`src/rtl/eth_rx_tx_buf_ctrl_if.sv`:
```
// Bus bundle between eth_rx_tx_buf_ctrl and its surroundings.
// slave  : the buffer controller (consumes RX stream, produces TX stream, masters s2).
// master : the environment (MAC FIFO side, Nios control, rx_tx_buf s2 port).
// Groups: RX Avalon-ST sink + RX status, TX command/status + Avalon-ST source, s2 port.
interface eth_rx_tx_buf_ctrl_if #(
  parameter int unsigned ADDR_W = 11,
  parameter int unsigned CNT_W  = 16
);
  logic [7:0]        rx_data;
  logic              rx_valid;
  logic              rx_sop;
  logic              rx_eop;
  logic              rx_ready;
  logic [ADDR_W-1:0] rx_len;
  logic              rx_pending;
  logic              rx_release;
  logic              rx_err;
  logic [CNT_W-1:0]  rx_drop_cnt;
  logic              irq;

  logic              tx_start;
  logic [ADDR_W-1:0] tx_len;
  logic              tx_busy;
  logic              tx_done;
  logic [7:0]        tx_data;
  logic              tx_valid;
  logic              tx_sop;
  logic              tx_eop;
  logic              tx_ready;

  logic [ADDR_W-1:0] buf_address;
  logic              buf_chipselect;
  logic              buf_write;
  logic              buf_clken;
  logic [7:0]        buf_writedata;
  logic [7:0]        buf_readdata;

  modport slave (
    input  rx_data, rx_valid, rx_sop, rx_eop, rx_release,
    input  tx_start, tx_len, tx_ready, buf_readdata,
    output rx_ready, rx_len, rx_pending, rx_err, rx_drop_cnt, irq,
    output tx_busy, tx_done, tx_data, tx_valid, tx_sop, tx_eop,
    output buf_address, buf_chipselect, buf_write, buf_clken, buf_writedata
  );

  modport master (
    output rx_data, rx_valid, rx_sop, rx_eop, rx_release,
    output tx_start, tx_len, tx_ready, buf_readdata,
    input  rx_ready, rx_len, rx_pending, rx_err, rx_drop_cnt, irq,
    input  tx_busy, tx_done, tx_data, tx_valid, tx_sop, tx_eop,
    input  buf_address, buf_chipselect, buf_write, buf_clken, buf_writedata
  );
endinterface

```
`src/rtl/eth_rx_tx_buf_ctrl.sv`:
```
// Shares the rx_tx_buf s2 port between an RX frame writer (MAC stream -> RX region,
// irq while a frame is held) and a TX frame reader (TX region -> MAC stream).
// Ports: clk, reset (async, active-high), bus (eth_rx_tx_buf_ctrl_if.slave) carrying
// the RX sink/status, TX command/source and s2 address/strobe/data signals.
module eth_rx_tx_buf_ctrl #(
  parameter int unsigned ADDR_W  = 11,
  parameter int unsigned RX_BASE = 0,
  parameter int unsigned RX_SIZE = 1024,
  parameter int unsigned TX_BASE = 1024,
  parameter int unsigned TX_SIZE = 1024,
  parameter int unsigned CNT_W   = 16
) (
  input logic                  clk,
  input logic                  reset,
  eth_rx_tx_buf_ctrl_if.slave  bus
);
  localparam int unsigned CW = ADDR_W + 1;
  localparam logic [CW-1:0]     RX_SIZE_C = CW'(RX_SIZE);
  localparam logic [CW-1:0]     TX_SIZE_C = CW'(TX_SIZE);
  localparam logic [ADDR_W-1:0] ONE_A     = ADDR_W'(1);

  localparam logic [1:0] RX_IDLE  = 2'd0;
  localparam logic [1:0] RX_FRAME = 2'd1;
  localparam logic [1:0] RX_HOLD  = 2'd2;
  localparam logic [1:0] RX_DROP  = 2'd3;
  localparam logic [1:0] TX_IDLE  = 2'd0;
  localparam logic [1:0] TX_RUN   = 2'd1;
  localparam logic [1:0] TX_DRAIN = 2'd2;

  // RX side
  logic [1:0]        rx_state, rx_state_n;
  logic [CW-1:0]     wr_cnt, wr_cnt_n;
  logic              in_frame, in_frame_n;
  logic              pending, pending_n;
  logic [ADDR_W-1:0] rx_len_q, rx_len_n;
  logic              err_n, err_q, drop_inc;
  logic [CNT_W-1:0]  drop_cnt;
  logic              rdy_q, clken_q, beat;
  logic              wr_n;
  logic [ADDR_W-1:0] wr_addr_n;

  // TX side
  logic [1:0]        tx_state, tx_state_n;
  logic [ADDR_W-1:0] tx_len_q, tx_len_n, rd_ptr, rd_ptr_n, head_idx, head_idx_n;
  logic [7:0]        ent0, ent0_n, ent1, ent1_n;
  logic              v0, v0_n, v1, v1_n;
  logic              rd_n, rd_issue_q, rd_lat_q, pop, credit_ok, done_n;
  logic              sop_q, eop_q, busy_q, done_q;
  logic [ADDR_W-1:0] rd_addr_n;
  logic [2:0]        used;

  // s2 port registers
  logic [ADDR_W-1:0] buf_addr_q;
  logic              buf_cs_q, buf_we_q;
  logic [7:0]        buf_wd_q;

  assign beat = bus.rx_valid & rdy_q;
  assign pop  = v0 & bus.tx_ready;

  // RX next-state: frame capture, oversize/abort handling, hold until released
  always_comb begin
    rx_state_n = rx_state;
    wr_cnt_n   = wr_cnt;
    in_frame_n = in_frame;
    pending_n  = pending;
    rx_len_n   = rx_len_q;
    err_n      = 1'b0;
    drop_inc   = 1'b0;
    wr_n       = 1'b0;
    wr_addr_n  = ADDR_W'(RX_BASE);
    case (rx_state)
      RX_IDLE: begin
        if (beat && bus.rx_sop) begin
          wr_n     = 1'b1;
          wr_cnt_n = CW'(1);
          if (bus.rx_eop) begin
            pending_n  = 1'b1;
            rx_len_n   = ONE_A;
            in_frame_n = 1'b0;
            rx_state_n = RX_HOLD;
          end else begin
            rx_state_n = RX_FRAME;
          end
        end
      end
      RX_FRAME: begin
        if (beat) begin
          if (bus.rx_sop) begin
            // new sop aborts the partial frame and restarts at the region base
            err_n    = 1'b1;
            drop_inc = 1'b1;
            wr_n     = 1'b1;
            wr_cnt_n = CW'(1);
            if (bus.rx_eop) begin
              pending_n  = 1'b1;
              rx_len_n   = ONE_A;
              in_frame_n = 1'b0;
              rx_state_n = RX_HOLD;
            end
          end else if (wr_cnt == RX_SIZE_C) begin
            // region full: this byte would overflow, so the frame is discarded
            err_n      = 1'b1;
            drop_inc   = 1'b1;
            rx_state_n = bus.rx_eop ? RX_IDLE : RX_DROP;
          end else begin
            wr_n      = 1'b1;
            wr_addr_n = ADDR_W'(RX_BASE + 32'(wr_cnt));
            wr_cnt_n  = wr_cnt + CW'(1);
            if (bus.rx_eop) begin
              pending_n  = 1'b1;
              rx_len_n   = ADDR_W'(wr_cnt + CW'(1));
              in_frame_n = 1'b0;
              rx_state_n = RX_HOLD;
            end
          end
        end
      end
      RX_HOLD: begin
        if (beat) begin
          if (bus.rx_sop) begin
            drop_inc   = 1'b1;
            in_frame_n = ~bus.rx_eop;
          end else if (bus.rx_eop) begin
            in_frame_n = 1'b0;
          end
        end
        if (bus.rx_release) begin
          pending_n  = 1'b0;
          rx_state_n = in_frame_n ? RX_DROP : RX_IDLE;
        end
      end
      RX_DROP: begin
        if (beat && bus.rx_eop) rx_state_n = RX_IDLE;
      end
      default: rx_state_n = RX_IDLE;
    endcase
  end

  // TX next-state: read scheduling with credit check, 2-entry output FIFO
  always_comb begin
    tx_state_n = tx_state;
    tx_len_n   = tx_len_q;
    rd_ptr_n   = rd_ptr;
    head_idx_n = head_idx;
    rd_n       = 1'b0;
    rd_addr_n  = ADDR_W'(TX_BASE);
    done_n     = 1'b0;
    ent0_n     = ent0;
    ent1_n     = ent1;
    v0_n       = v0;
    v1_n       = v1;
    // pops are not credited back early; keeps the FIFO bound simple
    used       = 3'(v0) + 3'(v1) + 3'(rd_issue_q) + 3'(rd_lat_q);
    credit_ok  = used < 3'd2;

    if (pop) begin
      ent0_n     = ent1;
      v0_n       = v1;
      v1_n       = 1'b0;
      head_idx_n = head_idx + ONE_A;
    end
    if (rd_lat_q) begin
      if (!v0_n) begin
        ent0_n = bus.buf_readdata;
        v0_n   = 1'b1;
      end else begin
        ent1_n = bus.buf_readdata;
        v1_n   = 1'b1;
      end
    end

    case (tx_state)
      TX_IDLE: begin
        if (bus.tx_start && (bus.tx_len != '0) && (CW'(bus.tx_len) <= TX_SIZE_C)) begin
          tx_len_n   = bus.tx_len;
          rd_ptr_n   = '0;
          head_idx_n = '0;
          tx_state_n = TX_RUN;
        end
      end
      TX_RUN: begin
        // RX write owns s2 in any cycle it needs it
        if (!wr_n && credit_ok) begin
          rd_n      = 1'b1;
          rd_addr_n = ADDR_W'(TX_BASE + 32'(rd_ptr));
          rd_ptr_n  = rd_ptr + ONE_A;
          if (rd_ptr == tx_len_q - ONE_A) tx_state_n = TX_DRAIN;
        end
      end
      TX_DRAIN: begin
        if (pop && (head_idx == tx_len_q - ONE_A)) begin
          done_n     = 1'b1;
          tx_state_n = TX_IDLE;
        end
      end
      default: tx_state_n = TX_IDLE;
    endcase
  end

  // State and output registers
  always_ff @(posedge clk or posedge reset) begin
    if (reset) begin
      rx_state   <= RX_IDLE;
      wr_cnt     <= '0;
      in_frame   <= 1'b0;
      pending    <= 1'b0;
      rx_len_q   <= '0;
      err_q      <= 1'b0;
      drop_cnt   <= '0;
      rdy_q      <= 1'b0;
      clken_q    <= 1'b0;
      tx_state   <= TX_IDLE;
      tx_len_q   <= '0;
      rd_ptr     <= '0;
      head_idx   <= '0;
      ent0       <= '0;
      ent1       <= '0;
      v0         <= 1'b0;
      v1         <= 1'b0;
      rd_issue_q <= 1'b0;
      rd_lat_q   <= 1'b0;
      sop_q      <= 1'b0;
      eop_q      <= 1'b0;
      busy_q     <= 1'b0;
      done_q     <= 1'b0;
      buf_addr_q <= '0;
      buf_cs_q   <= 1'b0;
      buf_we_q   <= 1'b0;
      buf_wd_q   <= '0;
    end else begin
      rx_state   <= rx_state_n;
      wr_cnt     <= wr_cnt_n;
      in_frame   <= in_frame_n;
      pending    <= pending_n;
      rx_len_q   <= rx_len_n;
      err_q      <= err_n;
      if (drop_inc && (drop_cnt != '1)) drop_cnt <= drop_cnt + CNT_W'(1);
      rdy_q      <= 1'b1;
      clken_q    <= 1'b1;
      tx_state   <= tx_state_n;
      tx_len_q   <= tx_len_n;
      rd_ptr     <= rd_ptr_n;
      head_idx   <= head_idx_n;
      ent0       <= ent0_n;
      ent1       <= ent1_n;
      v0         <= v0_n;
      v1         <= v1_n;
      rd_issue_q <= rd_n;
      rd_lat_q   <= rd_issue_q;
      sop_q      <= v0_n && (head_idx_n == '0);
      eop_q      <= v0_n && (head_idx_n == tx_len_n - ONE_A);
      busy_q     <= tx_state_n != TX_IDLE;
      done_q     <= done_n;
      if (wr_n) begin
        buf_addr_q <= wr_addr_n;
        buf_cs_q   <= 1'b1;
        buf_we_q   <= 1'b1;
        buf_wd_q   <= bus.rx_data;
      end else if (rd_n) begin
        buf_addr_q <= rd_addr_n;
        buf_cs_q   <= 1'b1;
        buf_we_q   <= 1'b0;
      end else begin
        buf_cs_q   <= 1'b0;
        buf_we_q   <= 1'b0;
      end
    end
  end

  assign bus.rx_ready       = rdy_q;
  assign bus.rx_len         = rx_len_q;
  assign bus.rx_pending     = pending;
  assign bus.rx_err         = err_q;
  assign bus.rx_drop_cnt    = drop_cnt;
  assign bus.irq            = pending;
  assign bus.tx_busy        = busy_q;
  assign bus.tx_done        = done_q;
  assign bus.tx_data        = ent0;
  assign bus.tx_valid       = v0;
  assign bus.tx_sop         = sop_q;
  assign bus.tx_eop         = eop_q;
  assign bus.buf_address    = buf_addr_q;
  assign bus.buf_chipselect = buf_cs_q;
  assign bus.buf_write      = buf_we_q;
  assign bus.buf_clken      = clken_q;
  assign bus.buf_writedata  = buf_wd_q;
endmodule
```
`src/flat_wrapper.sv`:
```
// flat-port wrapper written by rule: the top's interface ports become plain ports
module eth_rx_tx_buf_ctrl_flat 
#(
  parameter int unsigned ADDR_W  = 11,
  parameter int unsigned RX_BASE = 0,
  parameter int unsigned RX_SIZE = 1024,
  parameter int unsigned TX_BASE = 1024,
  parameter int unsigned TX_SIZE = 1024,
  parameter int unsigned CNT_W   = 16
)
  (clk, reset, bus_rx_data, bus_rx_valid, bus_rx_sop, bus_rx_eop, bus_rx_release, bus_tx_start, bus_tx_len, bus_tx_ready, bus_buf_readdata, bus_rx_ready, bus_rx_len, bus_rx_pending, bus_rx_err, bus_rx_drop_cnt, bus_irq, bus_tx_busy, bus_tx_done, bus_tx_data, bus_tx_valid, bus_tx_sop, bus_tx_eop, bus_buf_address, bus_buf_chipselect, bus_buf_write, bus_buf_clken, bus_buf_writedata);
  eth_rx_tx_buf_ctrl_if #(.ADDR_W(ADDR_W), .CNT_W(CNT_W)) bus_i ();
  input logic clk;
  input logic reset;
  input wire logic [$bits(bus_i.rx_data)-1:0] bus_rx_data;
  input wire logic [$bits(bus_i.rx_valid)-1:0] bus_rx_valid;
  input wire logic [$bits(bus_i.rx_sop)-1:0] bus_rx_sop;
  input wire logic [$bits(bus_i.rx_eop)-1:0] bus_rx_eop;
  input wire logic [$bits(bus_i.rx_release)-1:0] bus_rx_release;
  input wire logic [$bits(bus_i.tx_start)-1:0] bus_tx_start;
  input wire logic [$bits(bus_i.tx_len)-1:0] bus_tx_len;
  input wire logic [$bits(bus_i.tx_ready)-1:0] bus_tx_ready;
  input wire logic [$bits(bus_i.buf_readdata)-1:0] bus_buf_readdata;
  output wire logic [$bits(bus_i.rx_ready)-1:0] bus_rx_ready;
  output wire logic [$bits(bus_i.rx_len)-1:0] bus_rx_len;
  output wire logic [$bits(bus_i.rx_pending)-1:0] bus_rx_pending;
  output wire logic [$bits(bus_i.rx_err)-1:0] bus_rx_err;
  output wire logic [$bits(bus_i.rx_drop_cnt)-1:0] bus_rx_drop_cnt;
  output wire logic [$bits(bus_i.irq)-1:0] bus_irq;
  output wire logic [$bits(bus_i.tx_busy)-1:0] bus_tx_busy;
  output wire logic [$bits(bus_i.tx_done)-1:0] bus_tx_done;
  output wire logic [$bits(bus_i.tx_data)-1:0] bus_tx_data;
  output wire logic [$bits(bus_i.tx_valid)-1:0] bus_tx_valid;
  output wire logic [$bits(bus_i.tx_sop)-1:0] bus_tx_sop;
  output wire logic [$bits(bus_i.tx_eop)-1:0] bus_tx_eop;
  output wire logic [$bits(bus_i.buf_address)-1:0] bus_buf_address;
  output wire logic [$bits(bus_i.buf_chipselect)-1:0] bus_buf_chipselect;
  output wire logic [$bits(bus_i.buf_write)-1:0] bus_buf_write;
  output wire logic [$bits(bus_i.buf_clken)-1:0] bus_buf_clken;
  output wire logic [$bits(bus_i.buf_writedata)-1:0] bus_buf_writedata;
  assign bus_i.rx_data = bus_rx_data;
  assign bus_i.rx_valid = bus_rx_valid;
  assign bus_i.rx_sop = bus_rx_sop;
  assign bus_i.rx_eop = bus_rx_eop;
  assign bus_i.rx_release = bus_rx_release;
  assign bus_i.tx_start = bus_tx_start;
  assign bus_i.tx_len = bus_tx_len;
  assign bus_i.tx_ready = bus_tx_ready;
  assign bus_i.buf_readdata = bus_buf_readdata;
  assign bus_rx_ready = bus_i.rx_ready;
  assign bus_rx_len = bus_i.rx_len;
  assign bus_rx_pending = bus_i.rx_pending;
  assign bus_rx_err = bus_i.rx_err;
  assign bus_rx_drop_cnt = bus_i.rx_drop_cnt;
  assign bus_irq = bus_i.irq;
  assign bus_tx_busy = bus_i.tx_busy;
  assign bus_tx_done = bus_i.tx_done;
  assign bus_tx_data = bus_i.tx_data;
  assign bus_tx_valid = bus_i.tx_valid;
  assign bus_tx_sop = bus_i.tx_sop;
  assign bus_tx_eop = bus_i.tx_eop;
  assign bus_buf_address = bus_i.buf_address;
  assign bus_buf_chipselect = bus_i.buf_chipselect;
  assign bus_buf_write = bus_i.buf_write;
  assign bus_buf_clken = bus_i.buf_clken;
  assign bus_buf_writedata = bus_i.buf_writedata;
  eth_rx_tx_buf_ctrl #(.ADDR_W(ADDR_W), .RX_BASE(RX_BASE), .RX_SIZE(RX_SIZE), .TX_BASE(TX_BASE), .TX_SIZE(TX_SIZE), .CNT_W(CNT_W)) u_core (.clk(clk), .reset(reset), .bus(bus_i));
endmodule
```
`config.mk`:
```
export PLATFORM = sky130hd
export DESIGN_NAME = eth_rx_tx_buf_ctrl_flat
export DESIGN_NICKNAME = d
export VERILOG_FILES = /design/src/rtl/eth_rx_tx_buf_ctrl_if.sv /design/src/rtl/eth_rx_tx_buf_ctrl.sv /design/src/flat_wrapper.sv
export SDC_FILE = /design/constraint.sdc
export NUM_CORES = 1
export LEC_CHECK = 0
export ABC_AREA = 1
export BUFFER_PORTS_ARGS = -buffer_cell sky130_fd_sc_hd__buf_2
export CAP_MARGIN = 20
export CORE_ASPECT_RATIO = 2
export CORE_MARGIN = 4
export CORE_UTILIZATION = 52
export DETAILED_ROUTE_END_ITERATION = 10
export GPL_ROUTABILITY_DRIVEN = 0
export PLACE_DENSITY = 0.78
export SYNTH_ARGS = -nofsm -noshare
export SYNTH_HDL_FRONTEND = slang
export SYNTH_SLANG_ARGS = --single-unit
```
`constraint.sdc`:
```
create_clock -name clk -period 4.28 [get_ports clk]
set_input_delay 1.284 -clock clk [delete_from_list [all_inputs] [get_ports clk]]
set_output_delay 1.284 -clock clk [all_outputs]
set_load 0.02 [all_outputs]
```
# [Yosys cells after proc, flatten, opt, wreduce, memory -nomap -nowiden]
# Index checks and enable logic that the tools add are counted.
# Widths: inputs -> output; s select.
[word_totals] reg_bits=125 in_bits=35 out_inout_bits=66
[op_classes] add_sub_neg=10 order_cmp=2 n_bitwise=3 n_eq_ne=18 n_reduce_logical=26 muxes=87
[op_table] cell="$mux 11" n=21
[op_table] cell="$mux 12" n=4
[op_table] cell="$pmux 11 s2" n=2
[op_table] cell="$mux 1" n=36
[op_table] cell="$eq 11x11->1" n=3
[op_table] cell="$mux 2" n=14
[op_table] cell="$mux 8" n=3
[op_table] cell="$pmux 12 s2" n=1
[op_table] cell="$add 11x1->11 const B" n=2
[op_table] cell="$sub 11x1->11 const B" n=2
[op_table] cell="$add 16x1->16 const B" n=1
[op_table] cell="$ne 16x16->1 const B" n=1
[op_table] cell="$add 12x1->12 const B" n=1
[op_table] cell="$eq 12x11->1 const B" n=1
[op_table] cell="$reduce_and 4->1" n=3
[op_table] cell="$add 11x11->11 const A" n=1
[op_table] cell="$le 11x11->1 const B" n=1
[op_table] cell="$logic_not 11->1" n=1
[op_table] cell="$reduce_bool 11->1" n=1
[op_table] cell="$ne 2x1->1 const B" n=5
[op_table] cell="$reduce_and 5->1" n=2
[op_table] cell="$logic_and 1x1->1" n=9
[op_table] cell="$pmux 2 s4" n=1
[op_table] cell="$reduce_bool 2->1" n=4
[op_table] cell="other kinds (17)" n=26

# [Depth between registers and ports, before layout]
# Gate-level depths: netlist of the first run.
[logic_depth] word_depth=11 depth_mapped=21 mapped_depth_nobuf=20

# [Worst setup path after synthesis of the first run]
# OpenSTA, ideal clock, no wires.
[synth_path] kind="input-to-reg" startpoint="input port bus_tx_len[0]" endpoint="register u_core.eop_q, in the netlist u_core.bus.tx_eop" arrival_time_ns=3.122 t_required_ns=4.209 path_stages=21 path_slack_ns=1.087 setup_time_ns=0.071 path_cell_list="nor2_1 > nand2_1 > nor2_4 > nand2_2 > nand2_4 > nand3_4 > buf_6 > nand2_2 > nand2_2 > inv_2 > ha_1 > nand2_1 > nor2_2 > nand2_1 > nand2_1 > nand2_1 > nand2_1 > nand2_1 > nor2_1 > nand2_1 > nor2_1"
[synth_between] elab_chain_len=8 word_cells_on_any_way=11
[synth_lines] item="from (decl)" line_no="flat_wrapper.sv:21" text="input wire logic [$bits(bus_i.tx_len)-1:0] bus_tx_len;"
[synth_lines] item="parallel branches: the longest is 3 deep, another holds $le 11x11->1"
[synth_lines] item="$mux 11 (*)" line_no="eth_rx_tx_buf_ctrl.sv:174" text="if (bus.tx_start && (bus.tx_len != '0) && (CW'(bus.tx_len) <= TX_SIZE_C)) begin"
[synth_lines] item="$mux 11 (*)" line_no="eth_rx_tx_buf_ctrl.sv:172" text="case (tx_state)"
[synth_lines] item="via u_core.tx_len_n[0]" line_no="eth_rx_tx_buf_ctrl.sv:44" text="logic [ADDR_W-1:0] tx_len_q, tx_len_n, rd_ptr, rd_ptr_n, head_idx, head_idx_n;"
[synth_lines] item="$sub 11x1->11 (*)" line_no="eth_rx_tx_buf_ctrl.sv:251" text="eop_q <= v0_n && (head_idx_n == tx_len_n - ONE_A);"
[synth_lines] item="$eq 11x11->1 (*)" line_no="eth_rx_tx_buf_ctrl.sv:251"
[synth_lines] item="$logic_and 1x1->1 (*)" line_no="eth_rx_tx_buf_ctrl.sv:251"
[synth_lines] item="to (signal assigned)" line_no="eth_rx_tx_buf_ctrl.sv:251"
[synth_lines] item="to (decl)" line_no="eth_rx_tx_buf_ctrl.sv:48" text="logic sop_q, eop_q, busy_q, done_q;"
# Mark *: on every way through the listed nets, which the timed path passes.
# A chain may end at the register's enable or synchronous reset.

# [Worst setup path after layout of the first run]
[layout_path] startpoint="input port bus_tx_len[5]" endpoint="register u_core.eop_q, in the netlist u_core.bus.tx_eop"
[layout_between] elab_chain_len=8 word_cells_on_any_way=11
[layout_lines] item="parallel branches: the longest is 6 deep, another holds $le 11x11->1"
[layout_lines] item="$eq 11x11->1 (*)" line_no="eth_rx_tx_buf_ctrl.sv:251"
[layout_lines] item="$logic_and 1x1->1 (*)" line_no="eth_rx_tx_buf_ctrl.sv:251"
# Every way passes the cells marked *.

==> impl_results.md, run 1 <==
- Pin count of the biggest net entering global routing: 76
- Crit path largest cell delay: 0.34 ns
- Bufs and invs on worst path: 1
- Number of remaining DRC errors: 0
- Final setup slack of the worst path: 1.03 ns
- CTS H-Tree Depth: 4
- Number of global-route vias before repair: 6,327
- Hold buffer count at CTS: 0
- Post-Route WL: 17,400 um
- Kind of start point of the critical path: input pin
- PnR Total Power: 4950 uW
- Insertion delay to the later sink of the worst-skew pair: 0.41 ns
- Sw Ratio: 39.6%
- Remaining antenna violation count after routing: 0
- Port buffer count: 100
- Number of hold violations in the final report: 0
- N_diodes: 0
- Detailed-routing wirelength on met1: 6220 um
- Share of cells above drive strength 1: 16.3%
- Number of synthesis warnings: 0
- Count of maximum capacitance violations: 0
- Clock root cell: clkbuf_16
- Global route overflow: 0
- Setup repair after global routing missed its margin: no
- Standard-cell row count: 59
- Top_reg_cell synth: dfrtp_1
- Post-CTS sizing: 0
- I/O pin cnt: 101
- Clock skew: 0.00878 ns
- Relative slew margins: 58.7%
- Hold-critical path endpoint: u_core.rd_lat_q
- Cell mode on critical path: nand2_1
- TritonCTS Buffers: 17
- Worst setup path class: input pin to register
- Wire length on met2: 9850 um
- Top cell type by total area after synthesis: dfrtp_1
- First-pass GRT wire length: 28,700 um
- Crit-path slowest cell: a21oi_4
- Reg-to-reg critical path endpoint: u_core.bus.rx_len[2]
- Status: complete, no violations
- Total setup buffers inserted after CTS: 0
- Cells along the critical path: buf_2 > nor2_1 > nand2_1 > nor2_4 > a21oi_4 > nand3_4 > o21ai_2 > ha_1 > nand2_1 > nor2_2 > nand2_1 > nand2_1 > nand2_1 > nand2_1 > nand2_1 > nor2_1 > nand2_1 > nor2_1
- Proportion of power drawn by the clock network: 28.8%
- Capturing element type of the critical path: register
- Internal reg-to-reg setup slack: 1.47 ns
- Commonest non-fill, non-tap cells in the layout: nand2_1, inv_1, dfrtp_1
- Combinational group share of total power: 35.8%
- Part of the Yosys area used for sequential elements: 45.1%
- Crit path max-delay family: simple AND/OR/NAND/NOR gates
- Minimum clock period after layout: 3.25 ns
- Reg2reg start: u_core.rx_state[1]
- Number of antenna violations at the first check in global routing: 0
- Switching Power: 1960 uW
- Number of synthesized register bits: 125
- Transition at the pin with the smallest max-transition slack: 0.619 ns
- Post-Place Worst Slack: 0.623 ns
- Post-Syn Instances: 900
- Number of optimization iterations in the first detailed-route pass: 5
- Clock tree from TritonCTS: built
- Internal power: 2990 uW
- Number of DRC markers after the initial detailed-route iteration: 325
- CP required: 4.62 ns
- Die ar.: 15,400 um2
- Area taken by multi-input logic gates: 3210 um2
- Area contributors post-synth: dfrtp_1, nand2_1, inv_1
- Post-synth EDFFs: 0
- Vias per inst: 5.39
- Clock slew seen by the registers of the worst setup and hold paths: 0.05 ns
- Post-layout nets: 1,054
- Fill cell total of the finished layout: 1,181
- Post-Syn Area: 6940 um2
- Global router's overall resource usage: 23.9%
- Initial Utilization: 53.1%
- Mean post-synth cell area: 7.71 um2
- Wirelength per Cell: 14.9 um
- Core region area: 13,100 um2
- Area overhead of the layout relative to synthesis: 17.8%
- Horizontal extent of the die: 89.7 um
- Count of different cell masters after synthesis: 43
- Count of final max-slew check failures: 0
- Clock Sinks: 125
- Seq. cell area: 3130 um2
- Crit path max fanout: 17
- Final setup violation count: 0
- Most frequent standard cell in the layout excluding fill and tap cells: nand2_1
- Beginning of the worst hold path: u_core.rd_issue_q
- Final TNS setup: 0 ns
- Share of total power in sequential cells: 35.4%
- Number of vias after detailed routing: 6,296
- Worst hold path type: register to register
- Largest vdd supply drop: 0.382 mV
- Maximum buffer depth of the clock tree: 2
- Final period utilization: 75.9%
- Mapped Nets: 948
- Uppermost signal routing layer after detailed routing: met4
- Routed length on met3: 550 um
- Data arrival time of the critical path: 3.58 ns
- Vertical die dimension: 171 um
- Number of cells on the worst reg-to-reg path: 14
- Fmax: 0.308 GHz
- Post-synth top area share: 45.1%
- Instance count along the most critical hold path: 0
- HPWL after DPL: 13,300 um
- Pwr/cell area: 606 nW/um2
- Post-synth ARST share: 100%
- Pleak: 0.00421 uW
[how the worst max path moves through the flow]
stage,startpoint,to,cells past startpoint
finish,bus_tx_len[5],u_core.bus.tx_eop,18
global route,bus_tx_len[5],u_core.bus.tx_eop,18
CTS,bus_tx_len[1],u_core.bus.tx_eop,16
detailed placement,bus_tx_len[1],u_core.bus.tx_eop,16
global placement,bus_tx_len[1],u_core.bus.tx_eop,18
floorplan,bus_tx_len[0],u_core.bus.tx_eop,21
[sequential cells by signal, indices dropped and copies added (netlist names), 11 cells and up]
| signal | flops |
|---|---|
| u_core.head_idx | 11 |
| u_core.bus.rx_len | 11 |
| u_core.rd_ptr | 11 |
| u_core.wr_cnt | 12 |
| u_core.bus.rx_drop_cnt | 16 |
| u_core.bus.buf_address | 11 |
| u_core.tx_len_q | 11 |
[layout make-up]
type | count | area share (%)
inverter | 129 | 5.97
clock inverter | 11 | 1.78
clock buffer | 19 | 5.30
multi-input combinational | 624 | 39.3
tap | 152 | 2.33
timing repair buffer | 109 | 7.10
sequential | 125 | 38.3
[synth_stat cells, types with 3 or more instances]
library cell  instances
dfrtp_1             125
nand2_2               8
clkbuf_1              8
nor2_1               75
o21ai_0              51
nor3_1               27
xnor2_1              10
xor2_1               35
buf_2                 7
o21ai_2               3
nor2_2                5
o22ai_1               4
nand4_1              27
buf_4                 3
o211ai_1             15
inv_1               127
a21oi_1              15
ha_1                 13
nand2_1             238
a31oi_1              10
nor4_1                7
nand3_1              58
[cell families after synthesis]
kind of cell | synth area share, %
AND/OR/NAND/NOR | 28.5
buffers and inverters | 8.67
multiplexers | 0.144
XOR/XNOR | 5.68
other | 0.0541
AO/OA/AOI/OAI | 9.47
adder cells (fa/ha/maj) | 2.34
flip-flops | 45.1
[through the flow]
step                util, %  instances  hold WS (ns)  cell area, um2
floorplan                 -        900         0.354            6940
global placement       58.1       1139         0.361            7590
detailed placement     58.1       1139         0.363            7590
CTS                    62.5       1169         0.379            8170
global route           62.5       1169         0.391            8170
finish                 62.5       1169         0.375            8170
[routing by layer]
layer  track usage (%)  vias to the layer above
li1                  -                     3111
met1              24.4                     2960
met2              44.8                      167
met3              3.36                       58
met4              12.9                        0
met5                 0                        -
[worst register-to-register path: stages (launching register included)]
cell and delay [ns]:
dfrtp_1 0.40, inv_1 0.09, ha_1 0.22, inv_1 0.11, nor2_1 0.05, buf_4 0.17
nand3_1 0.14, nand2_1 0.08, nor2_2 0.18, inv_1 0.29, a21oi_2 0.28, inv_1 0.19
a21oi_2 0.18, inv_2 0.12, a22o_1 0.20
[power groups by stage]
stage / registers [uW] / clock network, uW / logic, uW
floorplan: 1930 / 0 / 1080
global placement: 1760 / 0 / 1720
detailed placement: 1770 / 0 / 1760
CTS: 1750 / 1440 / 1790
global route: 1800 / 1500 / 2000
finish: 1750 / 1430 / 1770
Power figures use the tool's default switching activity.
==> inputs of run 2 (changes only) <==
ABC_AREA = 0   (was 1)
CORE_UTILIZATION = 58   (was 52)
PLACE_DENSITY = 0.82   (was 0.78)
clock period = 3.2 ns   (was 4.28 ns; I/O delays follow)
==> run 2 against run 1 <==
Effect of this change:
- clock skew decreased by 0.0023 ns
- sequential power is 39% higher
- sequential share of layout area fell by 1.4 points
- final cell count shrank 14%
- area after synthesis fell by 2.1%
- synthesized cell count fell by 21%
- largest power group unchanged
- global-route usage up 4.6 points
- the run now ends with negative setup slack left
- via count shrank 6.1%
- largest cell class unchanged
- combinational power grew 85%
==> impl_results.md, run 2 <==
- Status: finished, violations left
- Violations in the final reports: negative setup slack
- I/O pin cnt: 101 (unchanged)
- Instance area at placement: 7760 um2 (+2.2%)
- Number of synthesized register bits: 125 (unchanged)
- Pleak: 0.00406 uW (-3.5%)
- Largest vdd supply drop: 0.527 mV (+38%)
- Final setup slack of the worst path: -0.655 ns (-1.69 ns)
- Count of final max-slew check failures: 0 (unchanged)
- Clock slew seen by the registers of the worst setup and hold paths: 0.05 ns (about the same)
- Post-Syn Instances: 712 (-21%)
- Data arrival time of the critical path: 4.16 ns (+0.58 ns)
- Die ar.: 13,600 um2 (-11%)
- Crit-path slowest cell: or4_4
- Insertion delay to the later sink of the worst-skew pair: 0.41 ns (about the same)
- Post-layout nets: 896 (-15%)
- Pwr/cell area: 911 nW/um2 (+50%)
- Relative slew margins: 39.5% (-19 points)
- Top cell type by total area after synthesis: dfrtp_1
- CP required: 3.50 ns (-1.12 ns)
- Vertical die dimension: 161 um (-6.0%)
- Clock root cell: clkbuf_16
- HPWL after DPL: 14,000 um (+5.3%)
- Share of cells above drive strength 1: 26.6% (+10 points)
- Wirelength per Cell: 19.1 um (+28%)
- Number of global-route vias before repair: 6,361 (+0.54%)
- Port buffer count: 100 (unchanged)
- Capturing element type of the critical path: register
- Mapped Nets: 760 (-20%)
- Number of remaining DRC errors: 0 (unchanged)
- Post-route design area: 8480 um2 (+3.8%)
- Mean post-synth cell area: 9.54 um2 (+24%)
- Leading cell types by count after synthesis: dfrtp_1, nand2_1, nor2_1, xnor2_1, o21ai_0
- Remaining antenna violation count after routing: 0 (unchanged)
- Area contributors post-synth: dfrtp_1, xnor2_1, nand2_1
- Final period utilization: 120%
- CTS H-Tree Depth: 4 (unchanged)
- Most frequent standard cell in the layout excluding fill and tap cells: dfrtp_1
- Vias per inst: 5.90 (+9.5%)
- Final hold slack: 0.385 ns (+0.0103 ns)
- Post-Syn Area: 6790 um2 (-2.1%)
- Kind of start point of the critical path: input pin
- Setup repair after global routing missed its margin: yes
- Crit path max fanout: 4 (-13)
- Post-synth EDFFs: 0 (unchanged)
- Max FFs per register: 16 (unchanged)
- Cells along the critical path: buf_6 > or4_4 > nor4_4 > mux2i_4 > nor2_2 > a21oi_2 > ha_2 > or4b_4 > nor4_2 > mux2_4 > xor3_1 > a211o_1 > nor4_2
- Clock skew: 0.00649 ns (-0.00229 ns)
- Cell mode on critical path: nor4_2
- Core region area: 11,400 um2 (-13%)
- Post-Route WL: 19,100 um (+9.7%)
- Part of the Yosys area used for sequential elements: 46.0% (+0.96 points)
- Initial Utilization: 59.5% (+6.4 points)
- Crit path largest cell delay: 0.55 ns (+0.21 ns)
- Post-synth ARST share: 100% (unchanged)
- Transition at the pin with the smallest max-transition slack: 0.903 ns (+0.284 ns)
- Count of maximum capacitance violations: 0 (unchanged)
- Count of different cell masters after synthesis: 62 (+44%)
- Number of antenna violations at the first check in global routing: 0 (unchanged)
- Minimum clock period after layout: 3.85 ns
- Number of optimization iterations in the first detailed-route pass: 5 (unchanged)
- Clock Sinks: 125 (unchanged)
- N_diodes: 0 (unchanged)
- Clock tree from TritonCTS: built
- Fmax: 0.259 GHz
- Number of synthesis warnings: 0 (unchanged)
- Global router's overall resource usage: 28.6% (+4.6 points)
- PnR Total Power: 7730 uW (+56%)
- TritonCTS Buffers: 17 (unchanged)
- Maximum buffer depth of the clock tree: 2 (unchanged)
- Final TNS setup: -0.655 ns (-0.655 ns)
- Worst setup path class: input pin to register
- Most numerous cell in the Yosys netlist: dfrtp_1
- Standard-cell row count: 55 (-6.8%)
- Post-synth top area share: 46.0% (+0.96 points)
- First-pass GRT wire length: 30,800 um (+7.5%)
- Pin count of the biggest net entering global routing: 81 (+6.6%)
- Global route overflow: 0 (unchanged)
- Fill cell total of the finished layout: 815 (-31%)
- Top_reg_cell synth: dfrtp_1
- Number of hold violations in the final report: 0 (unchanged)
- Number of vias after detailed routing: 5,910 (-6.1%)
- Horizontal extent of the die: 84.5 um (-5.7%)
- Worst hold path type: register to register
- Number of DRC markers after the initial detailed-route iteration: 278 (-14%)
- Final setup violation count: 1 (+1)
- Area overhead of the layout relative to synthesis: 24.9%
- Core Util, Final: 74.3% (+12 points)
- Commonest non-fill, non-tap cells in the layout: dfrtp_1, buf_2, nand2_1
## run 2: changes by cell type in the layout (fill, tap and decap cells not counted), moves of 17 or more
cell | before | now
inv_1 | 126 | 22
nand3_1 | 58 | 23
xnor2_1 | 10 | 44
mux2_2 | 0 | 17
buf_4 | 8 | 51
nand2_1 | 238 | 97
## run 2: cell families (layout without fill, tap and decap cells)
group,count (synthesis),in the layout,synth area share (%)
and+or+nand+nor,280,280,20.2
xor gates and xnor gates,87,87,11.8
DFF,125,125,46.0
AOI/OAI and AO/OA,113,113,10.6
muxes,34,34,5.34
adders and majority gates,13,13,2.39
other,1,1,0.0552
buffers and inverters,59,207,3.54
## run 2: layout make-up
class	count	area, um2	area share [%]
Multi-Input combinational cell	528	3550	41.8
Sequential cell	125	3130	36.9
Timing Repair Buffer	153	915	10.8
Clock buffer	21	460	5.43
Tap cell	142	178	2.09
Clock inverter	10	164	1.93
Inverter	23	90.1	1.06
## run 2: power by group
part           internal [uW]  switching (uW)  leakage (uW)
Sequential              2000             427       0.00162
Combinational           1380            1900       0.00214
Clock                   1340             684      0.000303
Total                   4720            3010       0.00406
## run 2: worst max-delay path: cells and delay by family
kind,cells,cell delay (ns)
buffers and inverters,1,0.09
AOI/OAI and AO/OA,2,0.43
adders and majority gates,1,0.20
and+or+nand+nor,6,1.74
xor gates and xnor gates,1,0.20
muxes,2,0.54
## run 2: timing repair
action	CTS	global route
gates resized for setup	9	9
pin swaps	2	2
hold endpoints to repair	0	0
setup endpoints to repair	3	5
buffers inserted	1	0
hold buffers	0	0
## run 2: path summary, 6_finish.rpt
path	start	to	slack (ns)	cells past startpoint
max in group asynchronous	reset	u_core.bus.tx_data[4]	1.80	3
worst min register to register	u_core.rd_issue_q	u_core.rd_lat_q	0.39	0
worst max-delay path	bus_tx_len[8]	u_core.bus.tx_eop	-0.65	13
worst min-delay path	u_core.rd_issue_q	u_core.rd_lat_q	0.39	0
min in group asynchronous	reset	u_core.bus.tx_busy	0.60	2
worst max register to register	u_core.tx_len_q[3]	u_core.tx_state[1]	0.09	7
## run 2: per-stage QoR
| stage | cells | setup WS [ns] |
|---|---|---|
| floorplan | 712 | -1.46 |
| global placement | 969 | -1.10 |
| detailed placement | 969 | -1.30 |
| CTS | 1001 | -0.583 |
| global route | 1002 | -0.886 |
| finish | 1002 | -0.655 |
## run 2: per-layer routing
metal	track usage (%)	part of all wire, %	up-vias
li1	-	-	2722
met3	5.26	3.9	93
met4	19.1	6.4	0
met5	0	0	-
met2	52.9	56	216
met1	27.9	34	2879
==> inputs of run 3 (changes only) <==
ABC_AREA = 1   (was 0)
==> run 3 against run 2 <==
Effect of this change:
- the run now ends clean
- clock power grew 2%
- worst setup slack gained 1.1 ns
- wire length shrank 7.6%
- clock skew grew 0.0019 ns
- first-iteration DRC count grew 33%
- cell area shrank 2.4%
- fmax grew 38%
- register-to-register slack gained 0.49 ns
- global-route usage shrank 1.8 points
- critical path depth grew 4
- combinational power shrank 27%
==> impl_results.md, run 3 (synthesis gave the netlist of run 1 again) <==
- Number of cells on the worst reg-to-reg path: 12 (+5)
- Global router's overall resource usage: 26.7% (-1.8 points)
- Proportion of power drawn by the clock network: 30.5% (+4.3 points)
- Hold buffer count at CTS: 0 (unchanged)
- Worst hold path type: register to register
- Internal reg-to-reg setup slack: 0.58 ns (+0.49 ns)
- Transition at the pin with the smallest max-transition slack: 0.653 ns (-0.250 ns)
- Clock Sinks: 125 (unchanged)
- Area overhead of the layout relative to synthesis: 19.3%
- Hold-critical path endpoint: u_core.rd_lat_q
- Horizontal extent of the die: 85.3 um (+0.96%)
- Remaining antenna violation count after routing: 0 (unchanged)
- Capturing element type of the critical path: register
- CP Launch Point: bus_tx_len[0]
- Minimum clock period after layout: 2.80 ns (-1.06 ns)
- Clock tree from TritonCTS: built
- Final TNS setup: 0 ns (+0.655 ns)
- Most frequent standard cell in the layout excluding fill and tap cells: nand2_1
- TritonCTS Buffers: 17 (unchanged)
- Reg2reg start: u_core.bus.tx_valid
- Clock root cell: clkbuf_16
- First-pass GRT wire length: 29,700 um (-3.6%)
- Final period utilization: 87.4% (-33 points)
- CP required: 3.54 ns (+0.04 ns)
- Number of optimization iterations in the first detailed-route pass: 5 (unchanged)
- Fmax: 0.358 GHz (+38%)
- Number of remaining DRC errors: 0 (unchanged)
- Combinational group share of total power: 35.2% (-7.2 points)
- Beginning of the worst hold path: u_core.rd_issue_q
- Worst setup path class: input pin to register
- Count of maximum capacitance violations: 0 (unchanged)
- Crit-path slowest cell: buf_4
- Die ar.: 13,900 um2 (+2.0%)
- HPWL after DPL: 13,200 um (-5.9%)
- Internal power: 4150 uW (-12%)
- Final setup slack of the worst path: 0.404 ns (+1.06 ns)
- Sw Ratio: 39.2% (+0.25 points)
- Number of hold violations in the final report: 0 (unchanged)
- Commonest non-fill, non-tap cells in the layout: nand2_1, inv_1, dfrtp_1
- Global route overflow: 0 (unchanged)
- Pin count of the biggest net entering global routing: 90 (+11%)
- Wirelength per Cell: 15.1 um (-21%)
- Post-CTS sizing: 0 (-9)
- Setup repair after global routing missed its margin: no
- Status: complete, no violations
- Initial Utilization: 59.3% (-0.17 points)
- Clock skew: 0.00834 ns (+0.00185 ns)
- Final setup violation count: 0 (-1)
- Number of global-route vias before repair: 6,373 (+0.19%)
- Vertical die dimension: 163 um (+1.0%)
- Reg-to-reg critical path endpoint: u_core.rd_ptr[10]
- Number of vias after detailed routing: 6,417 (+8.6%)
- Pwr/cell area: 825 nW/um2 (-9.4%)
- I/O pin cnt: 101 (unchanged)
- Post-Route WL: 17,700 um (-7.6%)
- CTS H-Tree Depth: 4 (unchanged)
- Vias per inst: 5.48 (-7.0%)
- Share of total power in sequential cells: 34.3% (+2.9 points)
- Cells along the critical path: buf_2 > nor2_1 > nand2_1 > nor2_4 > a21oi_4 > nand3_4 > buf_4 > nand2_1 > nand2_1 > nand2_1 > nor2_2 > nand3_1 > nand3_1 > nand2_1 > nor2_1 > nand2_1 > nor2_1
- Relative slew margins: 56.4% (+17 points)
- Kind of start point of the critical path: input pin
- Crit path max fanout: 31 (+27)
- Post-Place Worst Slack: 0.0442 ns (+1.34 ns)
- Share of cells above drive strength 1: 17.2% (-9.5 points)
- N_diodes: 0 (unchanged)
- Post-route insts no fill: 1,170 (+17%)
- Crit path largest cell delay: 0.34 ns (-0.21 ns)
- Largest vdd supply drop: 0.641 mV (+22%)
- Standard-cell row count: 56 (+1.8%)
- Post-layout nets: 1,061 (+18%)
- Core region area: 11,700 um2 (+2.4%)
- Switching Power: 2680 uW (-11%)
- Max FFs per register: 16 (unchanged)
- Port buffer count: 100 (unchanged)
- Maximum buffer depth of the clock tree: 2 (unchanged)
- Total setup buffers inserted after CTS: 0 (-1)
- Instance count along the most critical hold path: 0 (unchanged)
- Insertion delay to the later sink of the worst-skew pair: 0.42 ns (about the same)
- Data arrival time of the critical path: 3.13 ns (-1.03 ns)
- Count of placed standard cells including taps: 1,139 (+18%)
- Cell mode on critical path: nand2_1
- Count of final max-slew check failures: 0 (unchanged)
- Clock slew seen by the registers of the worst setup and hold paths: 0.06 ns (about the same)
- Number of DRC markers after the initial detailed-route iteration: 369 (+33%)
- Pleak: 0.00428 uW (+5.4%)
- Number of antenna violations at the first check in global routing: 0 (unchanged)
[run 3: cell count changes in the layout (fill, tap and decap cells not counted), sizes merged, moves of 13 or more]
cell    delta
nor3      +17
mux2i     -15
nand4     +13
inv      +108
nand2    +150
o21ai     +14
nand3     +37
xnor2     -35
o211ai    +14
buf       -37
mux2      -18
[run 3: critical path: cells and delay by family]
| kind | cells | cell delay (ns) |
|---|---|---|
| buffers and inverters | 2 | 0.45 |
| AO/OA/AOI/OAI | 1 | 0.10 |
| AND/OR/NAND/NOR | 14 | 1.62 |
[run 3: stage by stage]
step / total power [uW] / cell area, um2 / utilization, % / hold slack [ns]
after global placement: 4680 / 7640 / 65.3 / 0.360
after detailed placement: 4740 / 7640 / 65.3 / 0.362
final: 6830 / 8280 / 70.7 / 0.374
after global routing: 7290 / 8280 / 70.7 / 0.396
after floorplan: 4020 / 6940 / - / 0.354
after CTS: 6860 / 8280 / 70.7 / 0.376
[run 3: power groups by stage]
stage               Clock, uW  Sequential, uW  Combinational, uW
floorplan                   0            2580               1440
global route             2180            2400               2710
detailed placement          0            2350               2380
finish                   2080            2340               2400
CTS                      2110            2340               2410
global placement            0            2340               2340
[run 3: layout make-up]
type,count,area [um2]
inverters,129,488
fillers,951,3420
well taps,145,181
clock inverters,12,185
clock buffers,19,453
flip-flops and latches,125,3130
multi-input cells,624,3210
repair buffers,116,633
[run 3: layer usage]
metal  GRT usage (%)  vias up  part of all wire (%)
li1                -     3136                     -
met5               0        -                     0
met1            27.8     3046                    36
met4            12.1        0                   4.0
met3            4.71       50                   3.7
met2            50.6      185                    56
[run 3: worst max path at each step]
stage / end / slack, ns / cells past startpoint
4_1_cts: u_core.bus.tx_eop / 0.41 / 17
6_report: u_core.bus.tx_eop / 0.40 / 17
5_1_grt: u_core.bus.tx_eop / 0.11 / 19
3_3_place_gp: u_core.bus.tx_eop / 0.12 / 19
2_1_floorplan: u_core.bus.tx_eop / 0.33 / 21
3_5_place_dp: u_core.bus.tx_eop / 0.04 / 17
